==> src/rtl/program_sequencer.sv <==
// Instruction sequencer: holds a small loadable program store and presents one
// word at a time to the 4-bit core until a HALT word or the last address.
module program_sequencer #(
  parameter int unsigned DEPTH       = 16,
  parameter int unsigned HOLD_CYCLES = 1,
  parameter logic [3:0]  NOP_OPCODE  = 4'h0,
  parameter logic [3:0]  HALT_OPCODE = 4'hF,
  localparam int unsigned PCW        = (DEPTH > 1) ? $clog2(DEPTH) : 1
) (
  input  logic           clk,
  input  logic           rst,
  input  logic           start,
  input  logic           prog_we,
  input  logic [3:0]     prog_addr,
  input  logic [3:0]     prog_data,
  output logic [3:0]     instr_out,
  output logic           instr_valid,
  output logic           busy,
  output logic           done,
  output logic [PCW-1:0] pc,
  output logic [7:0]     issue_count
);

  localparam int unsigned HW        = $clog2(HOLD_CYCLES) + 1;
  localparam logic [PCW-1:0] LAST_PC   = PCW'(DEPTH - 1);
  localparam logic [HW-1:0]  HOLD_INIT = HW'(HOLD_CYCLES - 1);

  typedef enum logic [2:0] {
    S_IDLE,
    S_FETCH,
    S_DECODE,
    S_EXEC,
    S_DONE
  } state_e;

  state_e         state_q, state_d;
  logic [PCW-1:0] pc_q, pc_d;
  logic [7:0]     cnt_q, cnt_d;
  logic [HW-1:0]  hold_q, hold_d;
  logic [3:0]     instr_q, instr_d;
  logic           valid_q, valid_d;
  logic [3:0]     rdata_q, rdata_d;

  logic [3:0]     mem_q [DEPTH];
  logic [PCW-1:0] waddr;
  logic           wr_en;

  // Writes are only accepted while idle; out-of-range addresses are dropped.
  assign waddr = PCW'(prog_addr);
  assign wr_en = (state_q == S_IDLE) && prog_we && ({28'b0, prog_addr} < DEPTH);

  always_ff @(posedge clk) begin
    if (wr_en) begin
      mem_q[waddr] <= prog_data;
    end
  end

  always_ff @(posedge clk) begin
    if (rst) begin
      state_q <= S_IDLE;
      pc_q    <= '0;
      cnt_q   <= '0;
      hold_q  <= '0;
      instr_q <= NOP_OPCODE;
      valid_q <= 1'b0;
      rdata_q <= '0;
    end else begin
      state_q <= state_d;
      pc_q    <= pc_d;
      cnt_q   <= cnt_d;
      hold_q  <= hold_d;
      instr_q <= instr_d;
      valid_q <= valid_d;
      rdata_q <= rdata_d;
    end
  end

  always_comb begin
    state_d = state_q;
    pc_d    = pc_q;
    cnt_d   = cnt_q;
    hold_d  = hold_q;
    instr_d = instr_q;
    valid_d = valid_q;
    rdata_d = rdata_q;
    unique case (state_q)
      S_IDLE: begin
        if (start) begin
          state_d = S_FETCH;
          pc_d    = '0;
          cnt_d   = '0;
        end
      end
      S_FETCH: begin
        rdata_d = mem_q[pc_q];
        state_d = S_DECODE;
      end
      S_DECODE: begin
        if (rdata_q == HALT_OPCODE) begin
          state_d = S_DONE;
        end else begin
          instr_d = rdata_q;
          valid_d = 1'b1;
          hold_d  = HOLD_INIT;
          state_d = S_EXEC;
        end
      end
      S_EXEC: begin
        if (hold_q != '0) begin
          hold_d = hold_q - 1'b1;
        end else begin
          valid_d = 1'b0;
          instr_d = NOP_OPCODE;
          cnt_d   = (cnt_q == 8'hFF) ? cnt_q : cnt_q + 8'd1;
          if (pc_q == LAST_PC) begin
            state_d = S_DONE;
          end else begin
            pc_d    = pc_q + 1'b1;
            state_d = S_FETCH;
          end
        end
      end
      S_DONE: begin
        state_d = S_IDLE;
      end
      default: begin
        state_d = S_IDLE;
      end
    endcase
  end

  assign instr_out   = instr_q;
  assign instr_valid = valid_q;
  assign busy        = (state_q == S_FETCH) || (state_q == S_DECODE) || (state_q == S_EXEC);
  assign done        = (state_q == S_DONE);
  assign pc          = pc_q;
  assign issue_count = cnt_q;

endmodule

==> config.mk <==
export PLATFORM = sky130hd
export DESIGN_NAME = program_sequencer
export DESIGN_NICKNAME = d
export VERILOG_FILES = /design/src/rtl/program_sequencer.sv
export SDC_FILE = /design/constraint.sdc
export NUM_CORES = 1
export LEC_CHECK = 0
export ABC_AREA = 1
export CAP_MARGIN = 10
export CORE_ASPECT_RATIO = 1.2
export CORE_MARGIN = 2
export CORE_UTILIZATION = 25
export DETAILED_ROUTE_END_ITERATION = 8
export MAX_ROUTING_LAYER = met4
export PLACE_DENSITY = 0.37
export SYNTH_ARGS = -nofsm -noshare
export SYNTH_HDL_FRONTEND = slang
export SYNTH_SLANG_ARGS = --single-unit
export TNS_END_PERCENT = 1
==> constraint.sdc <==
create_clock -name clk -period 3.9 [get_ports clk]
set_input_delay 0.585 -clock clk [delete_from_list [all_inputs] [get_ports clk]]
set_output_delay 0.585 -clock clk [all_outputs]
set_load 0.02 [all_outputs]
Yosys cells after proc, flatten, opt, wreduce, memory -nomap -nowiden

Memories as Yosys holds them, arrays and structs flattened. A register that Yosys moved wholly into a read port is not among the register bits.
Cells that the tools add are included.

Bits in registers: 21
Memories kept: 1
Output and inout bits: 19
Bits in writable memories: 64

Muxes and demuxes: 24
Eq/ne operators: 12
Reduce and logical (&&, ||, !) cells: 11
$add $sub $neg: 3

Memory list:

| memory | words | bits a word | read ports | clocked after memory_dff | write ports | line | text |
|---|---|---|---|---|---|---|---|
| mem_q  | 16    | 4           | 1          | 1                        | 1           | 44   | `logic [3:0] mem_q [DEPTH];` |

Operators with widths:

| operator                                       | number |
|---|---|
| 2-to-1 mux 8 bit                               | 3 |
| 2-to-1 mux 4 bit                               | 5 |
| one-hot mux 4 bit (2 select lines)             | 2 |
| one-hot mux 8 bit (2 select lines)             | 1 |
| 2-to-1 mux 3 bit                               | 4 |
| one-hot mux 3 bit (4 select lines)             | 1 |
| != test 2 bit (second input constant)          | 5 |
| adder 8 x 1 -> 8 bit (second input constant)   | 1 |
| == test 4 bit (second input constant)          | 2 |
| == test 8 bit (second input constant)          | 1 |
| AND reduction 4 bit                            | 2 |
| == test 3 x 2 -> 1 bit (second input constant) | 2 |
| 2-to-1 mux 1 bit                               | 6 |
| adder 4 x 1 -> 4 bit (second input constant)   | 1 |
| one-hot mux 1 bit (2 select lines)             | 2 |
| AND reduction 2 bit                            | 2 |
| nonzero test 2 bit                             | 2 |
| == test 3 x 1 -> 1 bit (second input constant) | 1 |
| == test 3 bit (second input constant)          | 1 |
| zero test 3 bit                                | 1 |
| AND reduction 3 bit                            | 1 |
| logical OR 1 bit                               | 2 |
| logical AND 1 bit                              | 1 |
| subtractor 1 bit (second input constant)       | 1 |

Depth between registers and ports, before layout

Gate-level depths: netlist of run 1.

Word-level depth: 4
Depth in mapped cells: 11
Depth with buffers taken out: 10

Least setup slack after synthesis of run 1

No wires, ideal clock.

Path type: register -> output
Start: register state_q[2]
End: output port done
Required time: 3.315 ns
Path slack: 2.352 ns
Buffers on the path: 0
Stages on the path, launching flop included: 3
Data arrival time: 0.963 ns
Path through: dfxtp_1 -> inv_2 -> nor3_1

Longest elaborated chain between the ends: 1

Ends and longest elaborated chain:

| item                   | line | text |
|---|---|---|
| start, declared        | 36   | `state_e state_q, state_d;` |
| start signal, assigned | 68   | `state_q <= state_d;` |
| == test 3 bit          | 135  | `assign done = (state_q == S_DONE);` |
| end, declared          | 19   | `output logic done,` |

Every way passes these cells.

Final worst setup path of run 1

Start: register pc_q[3] (netlist: pc[3])
End: output port pc[3]

RTL lines:

| item                   | line | text |
|---|---|---|
| start, declared        | 37   | `logic [PCW-1:0] pc_q, pc_d;` |
| start signal, assigned | 69   | `pc_q <= pc_d;` |
| end, declared          | 20   | `output logic [PCW-1:0] pc,` |

No word-level cell between the ends.

==> results.yml, run 1 <==
clocking:
  cts_tree: "yes"
  cts_buffers: 9
  cts_setup_buffers: 0
  cts-root-buf: "clkbuf_16"
  clockBufferDepth: 2
  cts_resized: 0
  cts_sinks: 88
  hold_buffers: 0
  clk_latency_ns: 0.35
  htree_levels: 3
  path_clk_slew_ns: 0.07
synthesis:
  synthTopCellsByArea: "edfxtp_1 48%, dfxtp_1 12%, nand2_1 11%"
  synth_top_area_cell: "edfxtp_1"
  syn_area_sq_um: 4020
  synth_cell_types: 30
  avgSynthCellArea_sq_um: 9.21
  synth_seq_area_share_pct: 59.7
  synthTopCellsByCount: "122 x nand2_1, 65 x nand3_1, 64 x edfxtp_1, 53 x inv_1, 38 x nor2_1"
  synth_warnings: 0
  yosysTopAreaCellShare_pct: 47.8
  syn-num-nets: 451
  synth-main-ff-cell: "edfxtp_1"
  synth_edf_count: 64
  syn_inst: 437
  synth.most_common_cell: "nand2_1"
  synth-seq-cells: 88
  async_flop_share_pct: 0
detailed_routing:
  viasPerCell: 4.25
  vias: 2891
  remaining_drc_errors: 0
  drt-initial-drc-count: 169
  ant_nets: 0
  post_drt_wl_per_cell_um: 14.2
  routed_wl_mm: 9.66
  first_pass_iters: 5
critical_path:
  path_cells: "clkdlybuf4s50_1"
  cp_max_fo: 11
  critPathArrivalTime_ns: 1.67
  worst-path-buf-inv: 1
  worstPathRequired_ns: 3.31
  slowest_delay_ns: 0.70
  crit_type: "register to output pin"
  cpLargestDelayFamily: "buffers and inverters"
  slowest_stage: "clkdlybuf4s50_1"
  critPathLaunchType: "register"
  end_kind: "output pin"
sta:
  whs_ns: 0.469
  setup_viol_count_final: 0
  maxSlewHeadroom_pct: 50.4
  worstMarginPinSlew_ns: 0.742
  rsz0062_at_grt: "false"
  timing.fmax_mhz: 443
  report.final.slew_viol_count: 0
  tns_ns: 0
  worst_slack_ns: 1.64
  fin_crit_ns: 2.26
  skew_ns: 0.00943
  timing_hold_violations_final: 0
  period_share_pct: 57.9
global_routing:
  antenna_found_initial: 0
  grt_use_total_pct: 12.6
  grt_pass1_vias: 2903
  grt_overflow_total: 0
  grt_start_max_net_pins: 36
  grt_pass1_wl_mm: 15.7
floorplan:
  rows: 50
  die_w_um: 120
  die_area_sq_um: 17100
  die_height_um: 143
  io_pins: 31
  initial_core_util_pct: 25.6
  core_sq_um: 15700
placed_design:
  dp_slack_ns: 1.45
  place_area_sq_um: 4540
  place_congestion: 0.715
  post-dp-hpwl_mm: 6.76
  io_buffers: 30
cells_and_area:
  syn_to_final_growth_pct: 20.7
  final_nets: 481
  fin_area_sq_um: 4860
  antennaDiodeCount: 0
  drive_gt1_share_pct: 10.8
power_and_ir_drop:
  ir_worst_vdd_v: 0.000204
  power_density_nw_per_um2: 468
  p_leak_nw: 1.90
outcome:
  status: "finished clean"
flow_run:
  drv_cap: 0
min_path:
  hp-class: "register to register"
==> final cells by class <==
type / count / area, sq um
Timing Repair Buffer: 32 / 315
Clock inverter: 7 / 95.1
Inverter: 60 / 230
Sequential cell: 88 / 2400
Clock buffer: 9 / 225
Fill cell: 1649 / 10800
Multi-Input combinational cell: 276 / 1330
Tap cell: 208 / 260
==> routing by layer <==
layer  vias to the layer above  track usage (%)  share of wire, %
met5                         -                -                 0
met4                         0             4.89               1.8
met3                        12             2.92               4.2
met2                        64             20.7                47
met1                      1340             15.1                47
li1                       1475                -                 -
==> flip-flops by register name (all words and copies together) (netlist names) <==
name         count
instr_out        4
instr_valid      1
issue_count      8
mem_q           64
pc               4
rdata_q          4
state_q          3
==> final timing paths <==
kind,from,to,slack [ns],cells after the start
worst max-delay path,pc[3],pc[3],1.64,1
worst min-delay path,instr_valid,instr_valid,0.47,2
worst max register to register,state_q[0],mem_q[10][2],1.90,5
worst min register to register,instr_valid,instr_valid,0.47,2
==> tightest hold or removal path: stages (launching register included) <==
cell and delay [ns]:
dfxtp_1 0.31, nand2_1 0.06, a21oi_1 0.05
==> cells by family after synthesis <==
family	after synthesis	synth area share, %
compound gates	21	3.20
xor+xnor	1	0.218
fa+ha+maj	2	0.622
buf+inv	73	7.28
flops	88	59.7
simple gates	252	29.0
==> report_power, final <==
part | total, mW | switching (mW) | leakage (nW) | internal, mW
Clock | 0.927 | 0.367 | 0.146 | 0.561
Combinational | 0.292 | 0.201 | 0.986 | 0.0915
Sequential | 1.05 | 0.0207 | 0.772 | 1.03
Total | 2.27 | 0.588 | 1.90 | 1.68
==> per-stage QoR <==
| stage | utilization, % | cells | power [mW] |
|---|---|---|---|
| after detailed placement | 28.9 | 664 | 1.37 |
| final | 30.9 | 680 | 2.27 |
| after floorplan | - | 437 | 1.26 |
| after global routing | 30.9 | 680 | 2.39 |
| after global placement | 28.9 | 664 | 1.37 |
| after CTS | 30.9 | 680 | 2.31 |
==> placed cells by master (no fill, tap or decap), drive strengths merged, types with 4 or more instances in the layout <==
master,count
nand2,134
nand3,66
edfxtp,64
inv,61
nor2,43
clkdlybuf4s50,30
dfxtp,24
a21oi,15
clkbuf,9
nor3,4
Power figures use the tool's default switching activity.
==> inputs of run 2 (changes only) <==
==> constraint.sdc (replaced) <==
create_clock -name clk -period 2.3 [get_ports clk]
set_input_delay 0.345 -clock clk [delete_from_list [all_inputs] [get_ports clk]]
set_output_delay 0.345 -clock clk [all_outputs]
set_load 0.02 [all_outputs]
==> results.yml, run 2 (synthesis results as in run 1) <==
global_routing:
  grt_overflow_total: 0
  grt_start_max_net_pins: 36
  grt_pass1_vias: 2951
  grt_pass1_wl_mm: 16.2
  antenna_found_initial: 0
  grt_use_total_pct: 13.1
critical_path:
  path_cells: "inv_2, nor3_1, clkdlybuf4s50_1"
  crit_type: "register to output pin"
  end_kind: "output pin"
  worst-path-buf-inv: 2
  r2r_start: "state_q[0]"
  startpoint: "state_q[2]"
  slowest_delay_ns: 0.63
  ff2ff_path_depth: 6
  worstPathRequired_ns: 1.96
  slowest_stage: "clkdlybuf4s50_1"
  reg2reg_slack_ns: 0.49
  critPathArrivalTime_ns: 1.69
  cpLargestDelayFamily: "buffers and inverters"
  reg2reg_to: "mem_q[9][1]"
  cp_max_fo: 4
  critPathLaunchType: "register"
clocking:
  cts-root-buf: "clkbuf_16"
  cts_setup_buffers: 0
  path_clk_slew_ns: 0.06
  cts_tree: "yes"
  cts_buffers: 9
  hold_buffers: 0
  cts_sinks: 88
  clockBufferDepth: 2
  htree_levels: 3
  clk_latency_ns: 0.35
  cts_resized: 0
placed_design:
  post-dp-hpwl_mm: 7.19
  dp_slack_ns: 0.302
  place_congestion: 0.737
  io_buffers: 30
  placed_cells: 673
  place_area_sq_um: 4600
sta:
  rsz0062_at_grt: "false"
  maxSlewHeadroom_pct: 60.3
  skew_ns: 0.0117
  report.final.slew_viol_count: 0
  worst_slack_ns: 0.270
  worstMarginPinSlew_ns: 0.592
  period_share_pct: 88.3
  timing_hold_violations_final: 0
  fin_crit_ns: 2.03
  setup_viol_count_final: 0
  timing.fmax_mhz: 493
  tns_ns: 0
min_path:
  holdPathEnd: "instr_valid"
  min_path_cells: 2
  hp-class: "register to register"
  worstHoldStart: "instr_valid"
cells_and_area:
  drive_gt1_share_pct: 12.3
  antennaDiodeCount: 0
  num-fill-cells: 1640
  largest_reg_flops: 64
  final_common_cell: "nand2_1"
  final_nets: 490
  final-seq-area_sq_um: 2400
  syn_to_final_growth_pct: 21.2
  multiInputGateArea_sq_um: 1330
  fin_area_sq_um: 4880
  largest_register: "mem_q"
  most-common-layout-cells: "122 x nand2_1, 65 x nand3_1, 64 x edfxtp_1, 53 x inv_1, 38 x nor2_1"
  final_cells: 689
detailed_routing:
  ant_nets: 0
  remaining_drc_errors: 0
  drt-initial-drc-count: 188
  post_drt_wl_per_cell_um: 14.5
  routed_wl_mm: 10.0
  viasPerCell: 4.23
  vias: 2915
  first_pass_iters: 5
power_and_ir_drop:
  p_leak_nw: 1.94
  ir_worst_vdd_v: 0.000503
  power_density_nw_per_um2: 750
floorplan:
  core_sq_um: 15700
  die_w_um: 120
  initial_core_util_pct: 25.6
  io_pins: 31
  die_area_sq_um: 17100
  die_height_um: 143
  rows: 50
outcome:
  status: "finished clean"
flow_run:
  drv_cap: 0
run 2: report_power, final:
| group | leakage (nW) | switching [mW] | internal [mW] | total, mW |
|---|---|---|---|---|
| Combinational | 1.03 | 0.349 | 0.169 | 0.519 |
| Clock | 0.135 | 0.625 | 0.732 | 1.36 |
| Sequential | 0.772 | 0.0365 | 1.75 | 1.78 |
| Total | 1.94 | 1.01 | 2.65 | 3.66 |
run 2: final cells by class:
| class | instances | share of cell area [%] |
|---|---|---|
| tap | 208 | 5.34 |
| sequential | 88 | 49.3 |
| multi-input combinational | 276 | 27.2 |
| timing repair buffer | 41 | 7.85 |
| inverter | 60 | 4.72 |
| clock buffer | 9 | 4.62 |
| clock inverter | 7 | 0.975 |
run 2: worst max-delay path by stage:
stage	cells past startpoint	endpoint
2_1_floorplan	9	issue_count[3]
3_3_place_gp	6	mem_q[9][3]
3_5_place_dp	6	mem_q[9][1]
4_1_cts	3	done
5_1_grt	3	done
6_report	3	done
run 2: routing by layer:
| layer | global-route usage [%] | wire [um] |
|---|---|---|
| met5 | - | 0 |
| met4 | 4.58 | 142 |
| met3 | 3.31 | 385 |
| met2 | 21.6 | 4800 |
| met1 | 15.7 | 4700 |
run 2: per-stage QoR:
| stage | total power [mW] | hold WS [ns] | util (%) |
|---|---|---|---|
| floorplan | 2.14 | 0.444 | - |
| finish | 3.66 | 0.471 | 31.1 |
| global placement | 2.35 | 0.464 | 29.3 |
| detailed placement | 2.35 | 0.470 | 29.3 |
| global route | 3.84 | 0.502 | 31.1 |
| CTS | 3.72 | 0.480 | 31.1 |
run 2: tightest hold or removal path: stages, from the launching register on:
cell     delay (ns)
dfxtp_1        0.31
nand2_1        0.06
a21oi_1        0.06
==> inputs of run 3 (changes only) <==
--- a/config.mk
+++ b/config.mk
@@ -8,7 +8,7 @@
 export ABC_AREA = 1
 export CAP_MARGIN = 10
 export CORE_ASPECT_RATIO = 1.2
-export CORE_MARGIN = 2
+export CORE_MARGIN = 4
 export CORE_UTILIZATION = 25
 export DETAILED_ROUTE_END_ITERATION = 8
 export MAX_ROUTING_LAYER = met4
==> results.yml, run 3 (synthesis results as in run 1) <==
outcome:
  status: "finished clean"
global_routing:
  grt_use_total_pct: 12.4
  grt_pass1_wl_mm: 16.4
  antenna_found_initial: 0
  grt_overflow_total: 0
  grt_pass1_vias: 3049
  grt_start_max_net_pins: 33
power_and_ir_drop:
  p_leak_nw: 1.94
  ir_worst_vdd_v: 0.000307
  finalPower_mw: 3.72
  power_density_nw_per_um2: 762
critical_path:
  path_cells: "inv_2, nor3_1, clkdlybuf4s50_1"
  r2r_start: "state_q[0]"
  crit_type: "register to output pin"
  startpoint: "state_q[2]"
  critPathLaunchType: "register"
  cp_max_fo: 4
  slowest_delay_ns: 0.63
  end_kind: "output pin"
  worstPathRequired_ns: 1.96
  slowest_stage: "clkdlybuf4s50_1"
  critPathArrivalTime_ns: 1.69
floorplan:
  rows: 50
  initial_core_util_pct: 25.6
  io_pins: 31
  die_area_sq_um: 18200
  die_w_um: 124
  core_sq_um: 15700
  die_height_um: 147
placed_design:
  io_buffers: 30
  post-dp-hpwl_mm: 7.34
  place_congestion: 0.794
cells_and_area:
  largest_register: "mem_q"
  drive_gt1_share_pct: 12.1
  antennaDiodeCount: 0
  final_common_cell: "nand2_1"
  syn_to_final_growth_pct: 21.6
  final_nets: 490
  largest_reg_flops: 64
  most-common-layout-cells: "122 x nand2_1, 65 x nand3_1, 64 x edfxtp_1, 53 x inv_1, 38 x nor2_1"
clocking:
  cts_setup_buffers: 0
  cts_sinks: 88
  path_clk_slew_ns: 0.06
  hold_buffers: 0
  clockBufferDepth: 2
  cts_resized: 0
  htree_levels: 3
  cts_buffers: 9
  cts_tree: "yes"
  cts-root-buf: "clkbuf_16"
  clk_latency_ns: 0.34
sta:
  timing.fmax_mhz: 491
  rsz0062_at_grt: "false"
  fin_crit_ns: 2.04
  setup_viol_count_final: 0
  tns_ns: 0
  skew_ns: 0.00615
  worstMarginPinSlew_ns: 0.581
  report.final.slew_viol_count: 0
  period_share_pct: 88.5
  maxSlewHeadroom_pct: 61.1
  timing_hold_violations_final: 0
min_path:
  worstHoldStart: "instr_valid"
  hp-class: "register to register"
flow_run:
  drv_cap: 0
detailed_routing:
  vias: 2990
  drt-initial-drc-count: 195
  ant_nets: 0
  post_drt_wl_per_cell_um: 14.8
  routed_wl_mm: 10.2
  first_pass_iters: 4
  remaining_drc_errors: 0
  viasPerCell: 4.34
[run 3: through the flow]
stage	cell area, sq um	std cells	util (%)	hold WS (ns)	setup WS (ns)
5_1_grt	4890	689	31.1	0.489	0.159
3_3_place_gp	4600	673	29.3	0.460	0.308
4_1_cts	4890	689	31.1	0.470	0.229
6_report	4890	689	31.1	0.466	0.264
3_5_place_dp	4600	673	29.3	0.460	0.310
2_1_floorplan	4020	437	-	0.444	0.769
[run 3: final timing paths]
path,endpoint,slack (ns),cells past startpoint
worst max-delay path,done,0.26,3
worst min-delay path,instr_valid,0.47,2
worst min register to register,instr_valid,0.47,2
worst max register to register,mem_q[11][0],0.46,6
[run 3: worst max-delay path: cells and delay by family, from the launching register on]
kind	cells	cell delay (ns)
buf+inv	2	0.73
flops	1	0.46
simple gates	1	0.16
[run 3: cell type report]
type | count | area (sq um)
clock buffers | 9 | 225
clock inverters | 7 | 62.6
fillers | 1651 | 10800
inverters | 60 | 230
multi-input cells | 276 | 1330
flip-flops and latches | 88 | 2400
well taps | 208 | 260
repair buffers | 41 | 383
[run 3: power by group]
group          total, mW  switching [mW]  internal (mW)
Sequential          1.79          0.0383           1.75
Clock               1.43           0.601          0.830
Combinational      0.508           0.339          0.169
Total               3.72           0.978           2.75
[run 3: per-layer routing]
layer  up-vias  share of wire [%]  routed length (um)  global-route usage (%)
met4         0                3.2                 327                    6.04
met3        26                5.1                 518                    2.77
met5         -                  0                   0                       -
li1       1497                  -                   -                       -
met1      1386                 43                4380                    14.9
met2        81                 49                4950                    19.5
==> patch 1: new RTL, config.mk and constraints of run 3 <==
Set the parameter `DEPTH` to 32 (it was 16).
--- a/src/rtl/program_sequencer.sv
+++ b/src/rtl/program_sequencer.sv
@@ -3,3 +3,3 @@
 module program_sequencer #(
-  parameter int unsigned DEPTH       = 16,
+  parameter int unsigned DEPTH       = 32,
   parameter int unsigned HOLD_CYCLES = 1,
Ports: changed (resized pc); port bits go from 31 to 32. No check against the original RTL was run, so the function may have changed too.
==> patch 1 against run 3 <==
  * Combinational power rose by 3%
  * Count of clock-buffer cells in the layout stayed put
  * Core utilization increased by 0.19 points
  * Synthesized area about the same
  * Register-to-register slack improved by 0.07 ns
  * Die area barely moved
  * Via count rose by 3.6%
  * Largest power group unchanged
  * Critical path type unchanged
  * Power rose by 1.5%
  * Wire length grew 2.0%
  * Final area grew 0.61%
  * Setup slack gained 0.061 ns
  * Worst hold slack worse by 0.0036 ns
  * Sequential cell count increased by 1
  * Largest cell class unchanged
  * Highest routed layer unchanged
==> patch 1: results (changes against run 3) <==
| Metric | Value |
|---|---|
| Worst hold slack | `0.4624 ns (-0.003592 ns)` |
| Critical Path Fanout Max | `18 (+14)` |
| Vias per cell | `4.345 (+0.12%)` |
| CP arrival | `1.63 ns (-0.06 ns)` |
| Port-buffer cells | `31 (+3.3%)` |
| Worst setup path startpoint | `pc[0]$_SDFFE_PP0P_` |
| Initial DRC count | `173 (-11%)` |
| Yosys cell types | `25 (-17%)` |
| Tot GR Track Use | `12.60% (+0.18 points)` |
| Synth top cells by count | `nand2_1, nand3_1, edfxtp_1` |
| TritonRoute pass-1 iters | `5 (+1)` |
| Ranking of synthesized cells by area | `edfxtp_1, nand2_1, dfxtp_1, nand3_1, inv_1` |
| Pleak | `1.998 nW (+3.0%)` |
| Dpl cells | `697 (+3.6%)` |
| RR Startpoint | `state_q[1]$_SDFFE_PP0P_` |
| R2R Setup Slk | `0.53 ns (+0.07 ns)` |
| Ratio of cells with drive above 1 in the final layout | `7.327% (-4.7 points)` |
| Area delta synth->final | `22.37%` |
| Status | `finished clean` |
| Reg2Reg Depth | `8 (+2)` |
| Worst Tran Pin Value | `0.5650 ns (-0.01588 ns)` |
| Vias in the first global route | `3,069 (+0.66%)` |
| Seq/Total Area, Yosys | `60.24% (+0.52 points)` |
| Filler cells | `1,678 (+1.6%)` |
| Gpl congestion | `0.8122 (+2.3%)` |
| Max Clock Skew | `0.008405 ns (+0.002256 ns)` |
## patch 1: routing by layer
layer	track usage, %	routed length, um	vias to the layer above
li1	-	-	1566
met3	2.657	412	10
met1	15.52	4679	1458
met4	4.654	133	0
met2	20.22	5147	64
met5	-	0	-
## patch 1: logic make-up after synthesis
family | share of synthesized area, %
simple gates | 27.69
flops | 60.24
buf+inv | 7.810
compound gates | 3.111
fa+ha+maj | 0.9335
xor+xnor | 0.2178
## patch 1: report_power, final
group / switching, mW / total, mW / internal [mW]
clock network: 0.620 / 1.46 / 0.842
registers: 0.0296 / 1.80 / 1.77
logic: 0.349 / 0.523 / 0.175
total: 0.998 / 3.78 / 2.78
## patch 1: final cells by class
cell class,instances,area share [%]
Inverter,65,4.958
Clock inverter,7,1.398
Timing Repair Buffer,45,8.441
Sequential cell,89,49.22
Tap cell,208,5.289
Multi-Input combinational cell,290,26.11
Clock buffer,9,4.577
## patch 1: worst register-to-register path, cell delays in order (launching register included)
cell and delay [ns]:
dfxtp_1 0.32, inv_1 0.09, nand2_1 0.08, inv_1 0.07, nand2_1 0.10, nor2_1 0.11
buf_4 0.15, nand3_1 0.17, nor2_1 0.34
## patch 1: worst max-delay path by stage
stage                                        end  cells after the start
after floorplan               pc[0]$_SDFFE_PP0P_                      9
after CTS                                  pc[0]                      2
after detailed placement  mem_q[15][3]$_DFFE_PP_                      6
final                                      pc[0]                      2
after global routing                        busy                      5
after global placement    mem_q[13][1]$_DFFE_PP_                      6
==> patch 2: new RTL, flow settings as in run 3 <==
Made on the original files. Register the inputs `start`, `prog_we`, `prog_addr` and `prog_data` before use, without a reset. The logic sees them one clock later.
--- a/src/rtl/program_sequencer.sv
+++ b/src/rtl/program_sequencer.sv
@@ -35,2 +35,14 @@
 
+  logic start_q;
+  logic prog_we_q;
+  logic [3:0] prog_addr_q;
+  logic [3:0] prog_data_q;
+
+  always_ff @(posedge clk) begin
+    start_q     <= start;
+    prog_we_q   <= prog_we;
+    prog_addr_q <= prog_addr;
+    prog_data_q <= prog_data;
+  end
+
   state_e         state_q, state_d;
@@ -48,4 +60,4 @@
   // Writes are only accepted while idle; out-of-range addresses are dropped.
-  assign waddr = PCW'(prog_addr);
-  assign wr_en = (state_q == S_IDLE) && prog_we && ({28'b0, prog_addr} < DEPTH);
+  assign waddr = PCW'(prog_addr_q);
+  assign wr_en = (state_q == S_IDLE) && prog_we_q && ({28'b0, prog_addr_q} < DEPTH);
 
@@ -53,3 +65,3 @@
     if (wr_en) begin
-      mem_q[waddr] <= prog_data;
+      mem_q[waddr] <= prog_data_q;
     end
@@ -87,3 +99,3 @@
       S_IDLE: begin
-        if (start) begin
+        if (start_q) begin
           state_d = S_FETCH;
Formal check against the unedited RTL: not equivalent (a bounded check fails within 4 cycles, from zero or initial values and one cycle with rst high).
==> patch 2 against run 3 <==
  * Fmax grew 0.26%
  * Combinational power grew 3%
  * Power grew 5.7%
  * Non-clock buffer count shrank 6
  * Sequential share of layout area grew 3.4 points
  * Core utilization shrank 0.71 points
  * Setup slack gained 0.0054 ns
  * Register-to-register slack lost 0.13 ns
  * Wire length grew 2.6%
  * Final area grew 1.3%
  * Synthesized area grew 3.0%
  * Sequential cell count grew 10
  * Global-route usage shrank 0.16 points
  * Largest cell class unchanged
  * Largest power group unchanged
==> patch 2: results (changes against run 3) <==
| Metric | Value |
|---|---|
| Status | `finished clean` |
| Hold Crit Class | `input pin to flip-flop` |
| Filler cells | `1,777 (+7.6%)` |
| Post-Layout Inst Area | `4954 um2 (+1.3%)` |
| Net Sw Frac | `27.68% (+1.4 points)` |
| Synth top cells by count | `nand2_1, nand3_1, edfxtp_1` |
| Antenna Cells | `0 (unchanged)` |
| First-pass GRT wire length | `16,990 um (+3.7%)` |
| Ratio of cells with drive above 1 in the final layout | `5.714% (-6.3 points)` |
| Routed WL | `10,430 um (+2.6%)` |
| HPWL after DPL | `7449 um (+1.4%)` |
| TritonRoute pass-1 iters | `4 (unchanged)` |
| Largest stage delay, worst path | `0.75 ns (+0.12 ns)` |
| Via count | `3,009 (+0.64%)` |
| Placed Area | `4677 um2 (+1.6%)` |
| Seq/Total Area, Yosys | `62.84% (+3.1 points)` |
| Ranking of synthesized cells by area | `edfxtp_1, dfxtp_1, nand2_1, nand3_1, inv_1` |
| Vias in the first global route | `3,083 (+1.1%)` |
| Dpl cells | `686 (+1.9%)` |
| Initial DRC count | `170 (-13%)` |
| Syn Area/Cell | `9.163 um2 (-0.46%)` |
| Gpl congestion | `0.7891 (-0.58%)` |
| Tot GR Track Use | `12.26% (-0.16 points)` |
| Pleak | `1.985 nW (+2.4%)` |
| P per Cell Area | `794.4 nW/um2 (+4.3%)` |
| Worst vdd ir | `327.1 uV (+6.7%)` |
| Slew HR | `49.02% (-12 points)` |
| Pin count of the biggest net entering global routing | `36 (+9.1%)` |
| Final cell count without fillers | `702 (+1.9%)` |
| Synth Net Count | `466 (+3.3%)` |
| Critical Path Fanout Max | `13 (+9)` |
| Max Clock Skew | `0.008048 ns (+0.001899 ns)` |
| Clk pin slew, worst setup/hold paths | `0.07 ns` |
| Logic pwr share | `13.3% (-0.3 points)` |
| Yosys cell types | `24 (-20%)` |
| Final nets | `499 (+1.8%)` |
| Clock latency on the worst-skew pair | `0.35 ns` |
| Dpl ws | `0.2992 ns (-0.01093 ns)` |
-- patch 2: cell types whose count changed after synthesis, sizes merged, moves of 3 or more --
cell,delta
buf,-3
clkbuf,+3
clkinv,+3
dfxtp,+10
nand3,+5
nor2,-9
o21a,+4
o21ai,+3
-- patch 2: kinds of logic after synthesis --
| group | share of synthesized area [%] |
|---|---|
| DFF | 62.84 |
| buffers and inverters | 7.522 |
| adders and majority gates | 0.6041 |
| and+or+nand+nor | 25.32 |
| AOI/OAI and AO/OA | 3.716 |
-- patch 2: cell type report --
cell class	instances	share of cell area, %
Clock buffer	9	4.547
Clock inverter	7	1.036
Inverter	65	4.925
Multi-Input combinational cell	276	24.78
Sequential cell	98	52.54
Tap cell	212	5.355
Timing Repair Buffer	35	6.820
-- patch 2: per-layer routing --
layer  share of wire, %  wire, um  global-route usage [%]  vias to the layer above
met4                2.0       210                   4.230                        0
met1                 45      4726                   14.84                     1411
met5                  0         0                       -                        -
met2                 50      5183                   20.29                       46
li1                   -         -                       -                     1540
met3                3.0       312                   2.722                       12
-- patch 2: final timing paths --
| kind | cells past startpoint | from | end | slack (ns) |
|---|---|---|---|---|
| max | 1 | pc[1]$_SDFFE_PP0P_ | pc[1] | 0.27 |
| max reg2reg | 5 | state_q[0]$_SDFFE_PP0P_ | mem_q[2][3]$_DFFE_PP_ | 0.33 |
| min reg2reg | 2 | instr_valid$_SDFFE_PP0P_ | instr_valid$_SDFFE_PP0P_ | 0.47 |
| min | 1 | prog_data[1] | prog_data_q[1]$_DFF_P_ | 0.43 |
